## src/rtl/cfg_regbank_if.sv

```systemverilog
// fx bus bundle between the bus bridge (master) and a register bank (slave).
interface cfg_regbank_if #(
  parameter int DW = 8
);
  logic          fx_wr;
  logic [21:0]   fx_waddr;
  logic [DW-1:0] fx_data;
  logic          fx_rd;
  logic [21:0]   fx_raddr;
  logic [DW-1:0] fx_q;

  modport master (
    output fx_wr, fx_waddr, fx_data, fx_rd, fx_raddr,
    input  fx_q
  );

  modport slave (
    input  fx_wr, fx_waddr, fx_data, fx_rd, fx_raddr,
    output fx_q
  );
endinterface

```

## src/rtl/cfg_regbank.sv

```systemverilog
// Configuration/status register bank on one fx device slot: control regs, sticky W1C status.
// Optional shadow/commit staging is enabled by defining CFG_REGBANK_SHADOW_EN.
module cfg_regbank #(
  parameter logic [5:0]           DEV_ID  = 6'h1,
  parameter logic [15:0]          BASE    = 16'h0080,
  parameter int                   DW      = 8,
  parameter int                   NREG    = 8,
  parameter int                   NSTAT   = 2,
  parameter logic [NREG*DW-1:0]   RST_VAL = {8'h87, 8'h86, 8'h85, 8'h84,
                                             8'h83, 8'h82, 8'h81, 8'h80}
) (
  input  logic                  clk_sys,
  input  logic                  rst,
  cfg_regbank_if.slave          fx,
  output logic [NREG*DW-1:0]    cfg_q,
  output logic [NREG-1:0]       cfg_upd,
  input  logic [NSTAT*DW-1:0]   sts_set,
  output logic [NSTAT*DW-1:0]   sts_q
);

  localparam logic [15:0] CMT_OFF = 16'(NREG + NSTAT);

  logic                  now_wr;
  logic                  now_rd;
  logic [15:0]           woff;
  logic [15:0]           roff;
  logic [NREG*DW-1:0]    active;
  logic [NREG*DW-1:0]    active_nxt;
  logic [NREG-1:0]       upd_nxt;
  logic [NSTAT*DW-1:0]   sticky;
  logic [NSTAT*DW-1:0]   sticky_nxt;
  logic [NREG*DW-1:0]    ctl_view;
  logic [DW-1:0]         rdata;

  assign now_wr = fx.fx_wr & (fx.fx_waddr[21:16] == DEV_ID);
  assign now_rd = fx.fx_rd & (fx.fx_raddr[21:16] == DEV_ID);
  // Addresses below BASE wrap to large offsets and fall into the unmapped range.
  assign woff   = fx.fx_waddr[15:0] - BASE;
  assign roff   = fx.fx_raddr[15:0] - BASE;

  assign cfg_q  = active;
  assign sts_q  = sticky;

`ifdef CFG_REGBANK_SHADOW_EN
  logic [NREG*DW-1:0] shadow;
  logic [NREG*DW-1:0] shadow_nxt;
  logic               pending;
  logic               pending_nxt;

  assign ctl_view = shadow;

  always_comb begin
    shadow_nxt  = shadow;
    pending_nxt = pending;
    active_nxt  = active;
    upd_nxt     = '0;
    for (int i = 0; i < NREG; i++) begin
      if (now_wr && woff == 16'(i)) begin
        shadow_nxt[i*DW +: DW] = fx.fx_data;
        pending_nxt            = 1'b1;
      end
    end
    if (now_wr && woff == CMT_OFF && fx.fx_data[0]) begin
      active_nxt  = shadow;
      upd_nxt     = '1;
      pending_nxt = 1'b0;
    end
  end

  always_ff @(posedge clk_sys or posedge rst) begin
    if (rst) begin
      shadow  <= RST_VAL;
      pending <= 1'b0;
    end else begin
      shadow  <= shadow_nxt;
      pending <= pending_nxt;
    end
  end
`else
  assign ctl_view = active;

  always_comb begin
    active_nxt = active;
    upd_nxt    = '0;
    for (int i = 0; i < NREG; i++) begin
      if (now_wr && woff == 16'(i)) begin
        active_nxt[i*DW +: DW] = fx.fx_data;
        upd_nxt[i]             = 1'b1;
      end
    end
  end
`endif

  // Set is OR'ed in after the clear so a same-cycle event is never lost.
  always_comb begin
    sticky_nxt = sticky;
    for (int j = 0; j < NSTAT; j++) begin
      if (now_wr && woff == 16'(NREG + j))
        sticky_nxt[j*DW +: DW] = (sticky[j*DW +: DW] & ~fx.fx_data) | sts_set[j*DW +: DW];
      else
        sticky_nxt[j*DW +: DW] = sticky[j*DW +: DW] | sts_set[j*DW +: DW];
    end
  end

  // Read mux works on current register values, so a same-cycle write is not visible.
  always_comb begin
    rdata = '0;
    if (now_rd) begin
      rdata = DW'(8'h55);
      for (int i = 0; i < NREG; i++)
        if (roff == 16'(i)) rdata = ctl_view[i*DW +: DW];
      for (int j = 0; j < NSTAT; j++)
        if (roff == 16'(NREG + j)) rdata = sticky[j*DW +: DW];
`ifdef CFG_REGBANK_SHADOW_EN
      if (roff == CMT_OFF) rdata = DW'(pending);
`endif
    end
  end

  always_ff @(posedge clk_sys or posedge rst) begin
    if (rst) begin
      active  <= RST_VAL;
      sticky  <= '0;
      cfg_upd <= '0;
      fx.fx_q <= '0;
    end else begin
      active  <= active_nxt;
      sticky  <= sticky_nxt;
      cfg_upd <= upd_nxt;
      fx.fx_q <= rdata;
    end
  end

endmodule

```

## src/flat_wrapper.sv

```systemverilog
// flat-port wrapper written by rule: the top's interface ports become plain ports
module cfg_regbank_flat 
#(
  parameter logic [5:0]           DEV_ID  = 6'h1,
  parameter logic [15:0]          BASE    = 16'h0080,
  parameter int                   DW      = 8,
  parameter int                   NREG    = 8,
  parameter int                   NSTAT   = 2,
  parameter logic [NREG*DW-1:0]   RST_VAL = {8'h87, 8'h86, 8'h85, 8'h84,
                                             8'h83, 8'h82, 8'h81, 8'h80}
)
  (clk_sys, rst, cfg_q, cfg_upd, sts_set, sts_q, fx_fx_wr, fx_fx_waddr, fx_fx_data, fx_fx_rd, fx_fx_raddr, fx_fx_q);
  cfg_regbank_if #(.DW(DW)) fx_i ();
  input  logic clk_sys;
  input  logic rst;
  output logic [NREG*DW-1:0] cfg_q;
  output logic [NREG-1:0] cfg_upd;
  input  logic [NSTAT*DW-1:0] sts_set;
  output logic [NSTAT*DW-1:0] sts_q;
  input wire logic [$bits(fx_i.fx_wr)-1:0] fx_fx_wr;
  input wire logic [$bits(fx_i.fx_waddr)-1:0] fx_fx_waddr;
  input wire logic [$bits(fx_i.fx_data)-1:0] fx_fx_data;
  input wire logic [$bits(fx_i.fx_rd)-1:0] fx_fx_rd;
  input wire logic [$bits(fx_i.fx_raddr)-1:0] fx_fx_raddr;
  output wire logic [$bits(fx_i.fx_q)-1:0] fx_fx_q;
  assign fx_i.fx_wr = fx_fx_wr;
  assign fx_i.fx_waddr = fx_fx_waddr;
  assign fx_i.fx_data = fx_fx_data;
  assign fx_i.fx_rd = fx_fx_rd;
  assign fx_i.fx_raddr = fx_fx_raddr;
  assign fx_fx_q = fx_i.fx_q;
  cfg_regbank #(.DEV_ID(DEV_ID), .BASE(BASE), .DW(DW), .NREG(NREG), .NSTAT(NSTAT), .RST_VAL(RST_VAL)) u_core (.clk_sys(clk_sys), .rst(rst), .fx(fx_i), .cfg_q(cfg_q), .cfg_upd(cfg_upd), .sts_set(sts_set), .sts_q(sts_q));
endmodule
```

## config.mk

```make
export PLATFORM = sky130hd
export DESIGN_NAME = cfg_regbank_flat
export DESIGN_NICKNAME = d
export VERILOG_FILES = /design/src/rtl/cfg_regbank_if.sv /design/src/rtl/cfg_regbank.sv /design/src/flat_wrapper.sv
export SDC_FILE = /design/constraint.sdc
export NUM_CORES = 1
export LEC_CHECK = 0
export ABC_AREA = 0
export CAP_MARGIN = 20
export CORE_ASPECT_RATIO = 0.75
export CORE_UTILIZATION = 30
export CTS_BUF_LIST = sky130_fd_sc_hd__clkbuf_8
export CTS_CLUSTER_DIAMETER = 80
export DETAILED_ROUTE_END_ITERATION = 16
export GPL_TIMING_DRIVEN = 1
export HOLD_SLACK_MARGIN = 0.06
export PLACE_DENSITY = 0.64
export SETUP_SLACK_MARGIN = 0.2
export SYNTH_ARGS = -nofsm -noshare
export SYNTH_HDL_FRONTEND = slang
export SYNTH_SLANG_ARGS = --single-unit
```

## constraint.sdc

```tcl
create_clock -name clk_sys -period 3.4 [get_ports clk_sys]
set_input_delay 0.68 -clock clk_sys [delete_from_list [all_inputs] [get_ports clk_sys]]
set_output_delay 0.68 -clock clk_sys [all_outputs]
set_load 0.005 [all_outputs]
```

==> metrics.md, run 1 <==
| Metric | Value |
|---|---|
| Fin. max-slew vios | `0` |
| Clk sink count | `96` |
| CP peak stage delay | `540 ps` |
| Initial antenna violation count | `1` |
| Most frequent cells in the layout | `clkdlybuf4s50_1, dfrtp_1, mux2_2, nor2_1, buf_4` |
| GRT overflow | `0` |
| Final Hold Fails | `0` |
| Endpoint class of the critical path | `register` |
| Family with the most delay on the worst path | `simple AND/OR/NAND/NOR gates` |
| WP buf/inv | `2` |
| Clock Tree Root | `clkbuf_8` |
| Crit path cell chain | `clkdlybuf4s50_1, or4b_4, a2111oi_4, o2111ai_2, buf_4, nor3_1, nand2_1, mux2_2` |
| Clk Latency, worst-skew pair | `380 ps` |
| Pwr/cell area | `296 nW/µm²` |
| Worst-Margin Slew | `742 ps` |
| EDFF count, synth | `0` |
| Router iterations before antenna repair | `7` |
| Final Skew | `12.6 ps` |
| Synth-to-Final Area Change | `47.7%` |
| Total power | `2.05 mW` |
| Clk buf depth | `2` |
| Synth Instances | `393` |
| Post-DP Area | `6740 µm²` |
| Initial Util | `0.307` |
| Sequential share of the synthesized area | `0.518` |
| Status | `finished, final reports clean` |
| Ant diodes | `0` |
| Crit path arrival time | `3200 ps` |
| Share of post-route cells with drive strength above 1 | `0.237` |
| Total Routing Usage GR | `0.198` |
| Nature of the critical path startpoint | `input pin` |
| DPL Wire Length | `12.1 mm` |
| Final setup vio count | `0` |
| Post-layout min period | `2930 ps` |
| Routed vias | `4043` |
| Die ar. | `16100 µm²` |
| Synth Flop Type | `dfrtp_1` |
| WL per Instance | `20.0 µm` |
| Postcts setup bufs | `0` |
| Row cnt | `39` |
| Post-DRT Antenna Nets | `0` |
| Yosys cell types | `59` |
| Peak supply drop | `0.000181 V` |
| CP Class | `input pin to register` |
| Maxcap violations | `0` |
| Leakage power | `2.82 nW` |
| Largest area contributor in the netlist | `dfrtp_1` |
| CTS resizes | `0` |
| Critical path required time | `3660 ps` |
| Asr flop ratio synth | `1.00` |
| Worst-path fanout max | `8` |
| # hold bufs at CTS | `0` |
| Die width | `146 µm` |
| Crit-path slowest cell | `or4b_4` |
| CTS tree | `yes` |
| Worst slew margin | `0.505` |
| HP Class | `register to register` |
| Via density | `5.14` |
| Syn Area/Cell | `11.9 µm²` |
| Ys Warns | `0` |
| GPL Wtd Cong | `0.870` |
| Ports | `168` |
| CTS buffer count | `9` |
| First-pass GRT wire length | `23.7 mm` |
| Post-synth net total | `467` |
| Htree depth | `3` |
| # DRC | `0` |
| Die height | `110 µm` |
| Max Freq | `341 MHz` |
| RSZ-0062 raised after global routing | `false` |
| Mapped Area | `4690 µm²` |
| Core area | `15300 µm²` |
| Total Neg Setup Slack | `0 ps` |
| 1st-iter DRT viols | `282` |
| Clk slew on worst S/H paths | `90 ps` |
| Layout Utilization | `0.453` |
| Yosys top cell area share | `0.406` |
| Largest net degree at the start of global routing | `57` |
| Top cells by area, synth | `dfrtp_1, mux2_2, dfstp_2` |
| Fin nets | `651` |
| Synth Register Bits | `96` |
| Routed Wire Length | `15.7 mm` |
| Vias in the first global route | `4110` |
| Most common cell after layout, fill and taps aside | `clkdlybuf4s50_1` |
| Port buffer count | `167` |
| Final clock period utilization by the worst path | `0.862` |
| Non-Filler Cell Area, Final | `6920 µm²` |
-- sequential cells by signal, indices dropped and copies added (netlist names) --
register	flops
u_core.cfg_q	64
u_core.sts_q	16
u_core.fx.fx_q	8
u_core.cfg_upd	8
-- kinds of logic after synthesis --
kind of cell             Yosys count  synth area share
AO/OA/AOI/OAI                     78             0.131
XOR/XNOR                           1           0.00187
adder cells (fa/ha/maj)            2           0.00534
buffers and inverters             33            0.0280
flip-flops                        96             0.518
multiplexers                      71             0.181
AND/OR/NAND/NOR                  112             0.135
-- cells in the mapped netlist (all sizes together) (2+ instances only) --
| cell type | count |
|---|---|
| nand4 | 4 |
| mux2i | 4 |
| nor4b | 4 |
| o22a | 7 |
| clkbuf | 10 |
| nor3 | 13 |
| nand3b | 3 |
| or3 | 2 |
| dfstp | 20 |
| dfrtp | 76 |
| nor3b | 4 |
| or4b | 4 |
| or2 | 3 |
| o221ai | 6 |
| o21a | 3 |
| o2111ai | 3 |
| nor2 | 24 |
| a22oi | 3 |
| buf | 9 |
| nand2b | 7 |
| or4 | 3 |
| nand3 | 3 |
| nand2 | 23 |
| ha | 2 |
| o32a | 2 |
| o21ai | 8 |
| mux4 | 2 |
| a211oi | 3 |
| o31ai | 2 |
| o32ai | 6 |
| a21o | 16 |
| o211ai | 3 |
| a222oi | 2 |
| nor2b | 6 |
| inv | 14 |
| a21oi | 8 |
| mux2 | 65 |
| and2 | 2 |
| nor4 | 4 |
-- worst paths after layout --
| kind | cells past startpoint | start | end | slack [ps] |
|---|---|---|---|---|
| worst max-delay path | 8 | fx_fx_waddr[4] | u_core.cfg_q[35] | 470 |
| worst max register to register | 6 | u_core.cfg_q[45] | u_core.fx.fx_q[5] | 1810 |
| worst min register to register | 1 | u_core.sts_q[11] | u_core.sts_q[11] | 520 |
| max in group asynchronous | 3 | rst | u_core.cfg_q[25] | 1860 |
| min in group asynchronous | 2 | rst | u_core.cfg_upd[6] | 720 |
| worst min-delay path | 1 | u_core.sts_q[11] | u_core.sts_q[11] | 520 |
-- area by class of cell --
type                    instances  area [µm²]
flip-flops and latches         96        2430
multi-input cells             264        2130
well taps                     205         256
repair buffers                192        1870
clock inverters                 5        32.5
inverters                      14        53.8
clock buffers                  11         151
fillers                      1407        8350
-- worst reg2reg max path, delay by kind of cell (launching register included) --
family	cells	cell delay (ps)
compound gates	4	570
buf+inv	1	50
flops	1	430
simple gates	1	470
-- power by group --
part           total (mW)  internal, mW  leakage (nW)  switching [mW]
registers            1.14          1.14          1.18        0.000125
logic               0.188        0.0981          1.54          0.0900
clock network       0.717         0.305        0.0932           0.412
-- per-stage QoR --
step | cells | worst slack, ps | hold slack, ps
4_1_cts | 787 | 479 | 525
5_1_grt | 787 | 225 | 544
3_3_place_gp | 771 | 100 | 505
6_report | 787 | 468 | 517
3_5_place_dp | 771 | 68.9 | 503
2_1_floorplan | 393 | 248 | 490
-- metal layers --
metal / global-route usage / up-vias / wire [µm] / part of all wire
met5: 0 / - / 16 / 0.0010
met4: 0.0409 / 2 / 138 / 0.0088
met3: 0.0564 / 16 / 1100 / 0.070
met2: 0.306 / 158 / 7110 / 0.45
met1: 0.275 / 2038 / 7360 / 0.47
li1: - / 1829 / - / -
(Power assumes the default switching activity.)
==> run 2, diff against run 1 <==
--- a/config.mk
+++ b/config.mk
@@ -8,6 +8,7 @@
 export ABC_AREA = 0
 export CAP_MARGIN = 20
 export CORE_ASPECT_RATIO = 0.75
+export CORE_MARGIN = 2
 export CORE_UTILIZATION = 30
 export CTS_BUF_LIST = sky130_fd_sc_hd__clkbuf_8
 export CTS_CLUSTER_DIAMETER = 80
==> run 2 against run 1 <==
Against the previous run:
- non-clock buffer count grew 1
- via count decreased by 0.96%
- largest power group unchanged
- sequential share of layout area fell by 0.063 points
- worst hold slack improved by 4.8 ps
- clock skew hardly changed
- critical endpoint is now u_core.cfg_q[38]
- clock-buffer cell count down 2
- highest routed layer is now met4
- wire length grew 0.37%
- core utilization grew 0.082 points
- critical path depth unchanged
- first-iteration DRC count grew 5.0%
- clock power is 1% higher
==> metrics.md, run 2 (same netlist as run 1, synthesis figures left out) <==
| Metric | Value |
|---|---|
| Status | `finished, final reports clean` |
| Initial antenna violation count | `0` |
| DPL Wire Length | `12.1 mm` |
| Routed Wire Length | `15.8 mm` |
| Filler cell count in the final layout | `1385` |
| Share of post-route cells with drive strength above 1 | `0.235` |
| Die height | `112 µm` |
| Final setup vio count | `0` |
| Fin. max-slew vios | `0` |
| # DRC | `0` |
| Initial Util | `0.307` |
| Post-layout min period | `2980 ps` |
| Max Freq | `336 MHz` |
| Total power | `2.06 mW` |
| Largest net degree at the start of global routing | `61` |
| Ports | `168` |
| Core area | `15300 µm²` |
| CTS tree | `yes` |
| Clk Latency, worst-skew pair | `370 ps` |
| Final clock period utilization by the worst path | `0.875` |
| Non-Filler Cell Area, Final | `6940 µm²` |
| Clk buf depth | `2` |
| Maxcap violations | `0` |
| Pwr/cell area | `296 nW/µm²` |
| Nature of the critical path startpoint | `input pin` |
| Port buffer count | `167` |
| Clock Tree Root | `clkbuf_8` |
| Most frequent cells in the layout | `clkdlybuf4s50_1, dfrtp_1, mux2_2, buf_4, nor2_1` |
| Most common cell after layout, fill and taps aside | `clkdlybuf4s50_1` |
| Clk slew on worst S/H paths | `80 ps` |
| # hold bufs at CTS | `0` |
| GPL Wtd Cong | `0.843` |
| Final Skew | `12.7 ps` |
| Peak supply drop | `0.000175 V` |
| HP Class | `register to register` |
| Router iterations before antenna repair | `4` |
| Post-DP Area | `6740 µm²` |
| Total Routing Usage GR | `0.195` |
| RSZ-0062 raised after global routing | `true` |
| Post-DRT Antenna Nets | `0` |
| Die width | `148 µm` |
| Worst-path fanout max | `8` |
| Row cnt | `39` |
| CTS buffer count | `9` |
| Crit-path slowest cell | `clkdlybuf4s50_1` |
| Crit path cell chain | `clkdlybuf4s50_1, or4b_1, nor3_1, o2111ai_2, buf_4, nor3_1, nand2_1, mux2_2` |
| Total Neg Setup Slack | `0 ps` |
| Vias in the first global route | `4224` |
| Clk sink count | `96` |
| Leakage power | `2.83 nW` |
| First-pass GRT wire length | `24.6 mm` |
| Synth-to-Final Area Change | `47.9%` |
| CP peak stage delay | `530 ps` |
| Max reg flops | `64` |
| 1st-iter DRT viols | `296` |
| Endpoint class of the critical path | `register` |
| Worst-Margin Slew | `676 ps` |
| Worst hold slack | `522 ps` |
| Routed vias | `4004` |
| Worst path most repeated cell | `nor3_1` |
| Crit path arrival time | `3230 ps` |
| Die ar. | `16700 µm²` |
| Final Hold Fails | `0` |
| Critical path required time | `3660 ps` |
| GRT overflow | `0` |
| Via density | `5.07` |
| CP Class | `input pin to register` |
| Worst slew margin | `0.549` |
| WL per Instance | `20.0 µm` |
| Fin nets | `652` |
| Htree depth | `3` |
-- run 2: cell types whose count changed in the layout (fill, tap and decap cells not counted), sizes merged --
cell	delta
inv	+2
diode	+1
bufinv	+1
clkbuf	-2
clkinv	-1
buf	+1
-- run 2: what timing repair did --
action | in CTS | in global routing
setup endpoints to repair | 0 | 10
gates resized for setup | 0 | 1
buffers inserted | 0 | 1
endpoints found under the hold margin | 0 | 0
-- run 2: critical path, delay by kind of cell --
kind	cells	cell delay (ps)
compound gates	1	160
mux	1	380
simple gates	4	1290
buf+inv	2	720
-- run 2: path summary, 6_finish.rpt --
path                            slack (ps)             start           endpoint  depth (start not counted)
min in group asynchronous              700               rst  u_core.cfg_upd[7]                          2
worst min register to register         520   u_core.sts_q[5]    u_core.sts_q[5]                          1
worst min-delay path                   520   u_core.sts_q[5]    u_core.sts_q[5]                          1
max in group asynchronous             1900               rst   u_core.cfg_q[34]                          3
worst max-delay path                   420    fx_fx_waddr[7]   u_core.cfg_q[38]                          8
worst max register to register        1780  u_core.cfg_q[45]  u_core.fx.fx_q[5]                          6
-- run 2: power by group --
| part | switching (mW) | internal [mW] | total [mW] |
|---|---|---|---|
| Sequential | 0.000155 | 1.14 | 1.14 |
| Clock | 0.395 | 0.330 | 0.725 |
| Combinational | 0.0900 | 0.0987 | 0.189 |
| Total | 0.485 | 1.57 | 2.06 |
-- run 2: layout make-up --
class	count	area, µm²	area share
antenna	1	2.50	0.000361
clock buffer	9	124	0.0179
clock inverter	7	60.1	0.00866
inverter	14	53.8	0.00776
multi-input combinational	264	2130	0.308
sequential	96	2430	0.350
tap	205	256	0.0370
timing repair buffer	193	1880	0.271
-- run 2: routing by layer --
layer  vias up  global-route usage  routed length [µm]
met1      2001               0.283                7420
met2       148               0.296                7040
met5         -                   0                   0
met3        15              0.0472                1130
li1       1840                   -                   -
met4         0              0.0463                 189
-- run 2: per-stage QoR --
stage	std cells	util	worst slack (ps)
final	789	0.454	424
after global routing	788	0.454	226
after CTS	787	0.453	420
after global placement	771	0.441	67.0
after floorplan	393	-	248
after detailed placement	771	0.441	35.4
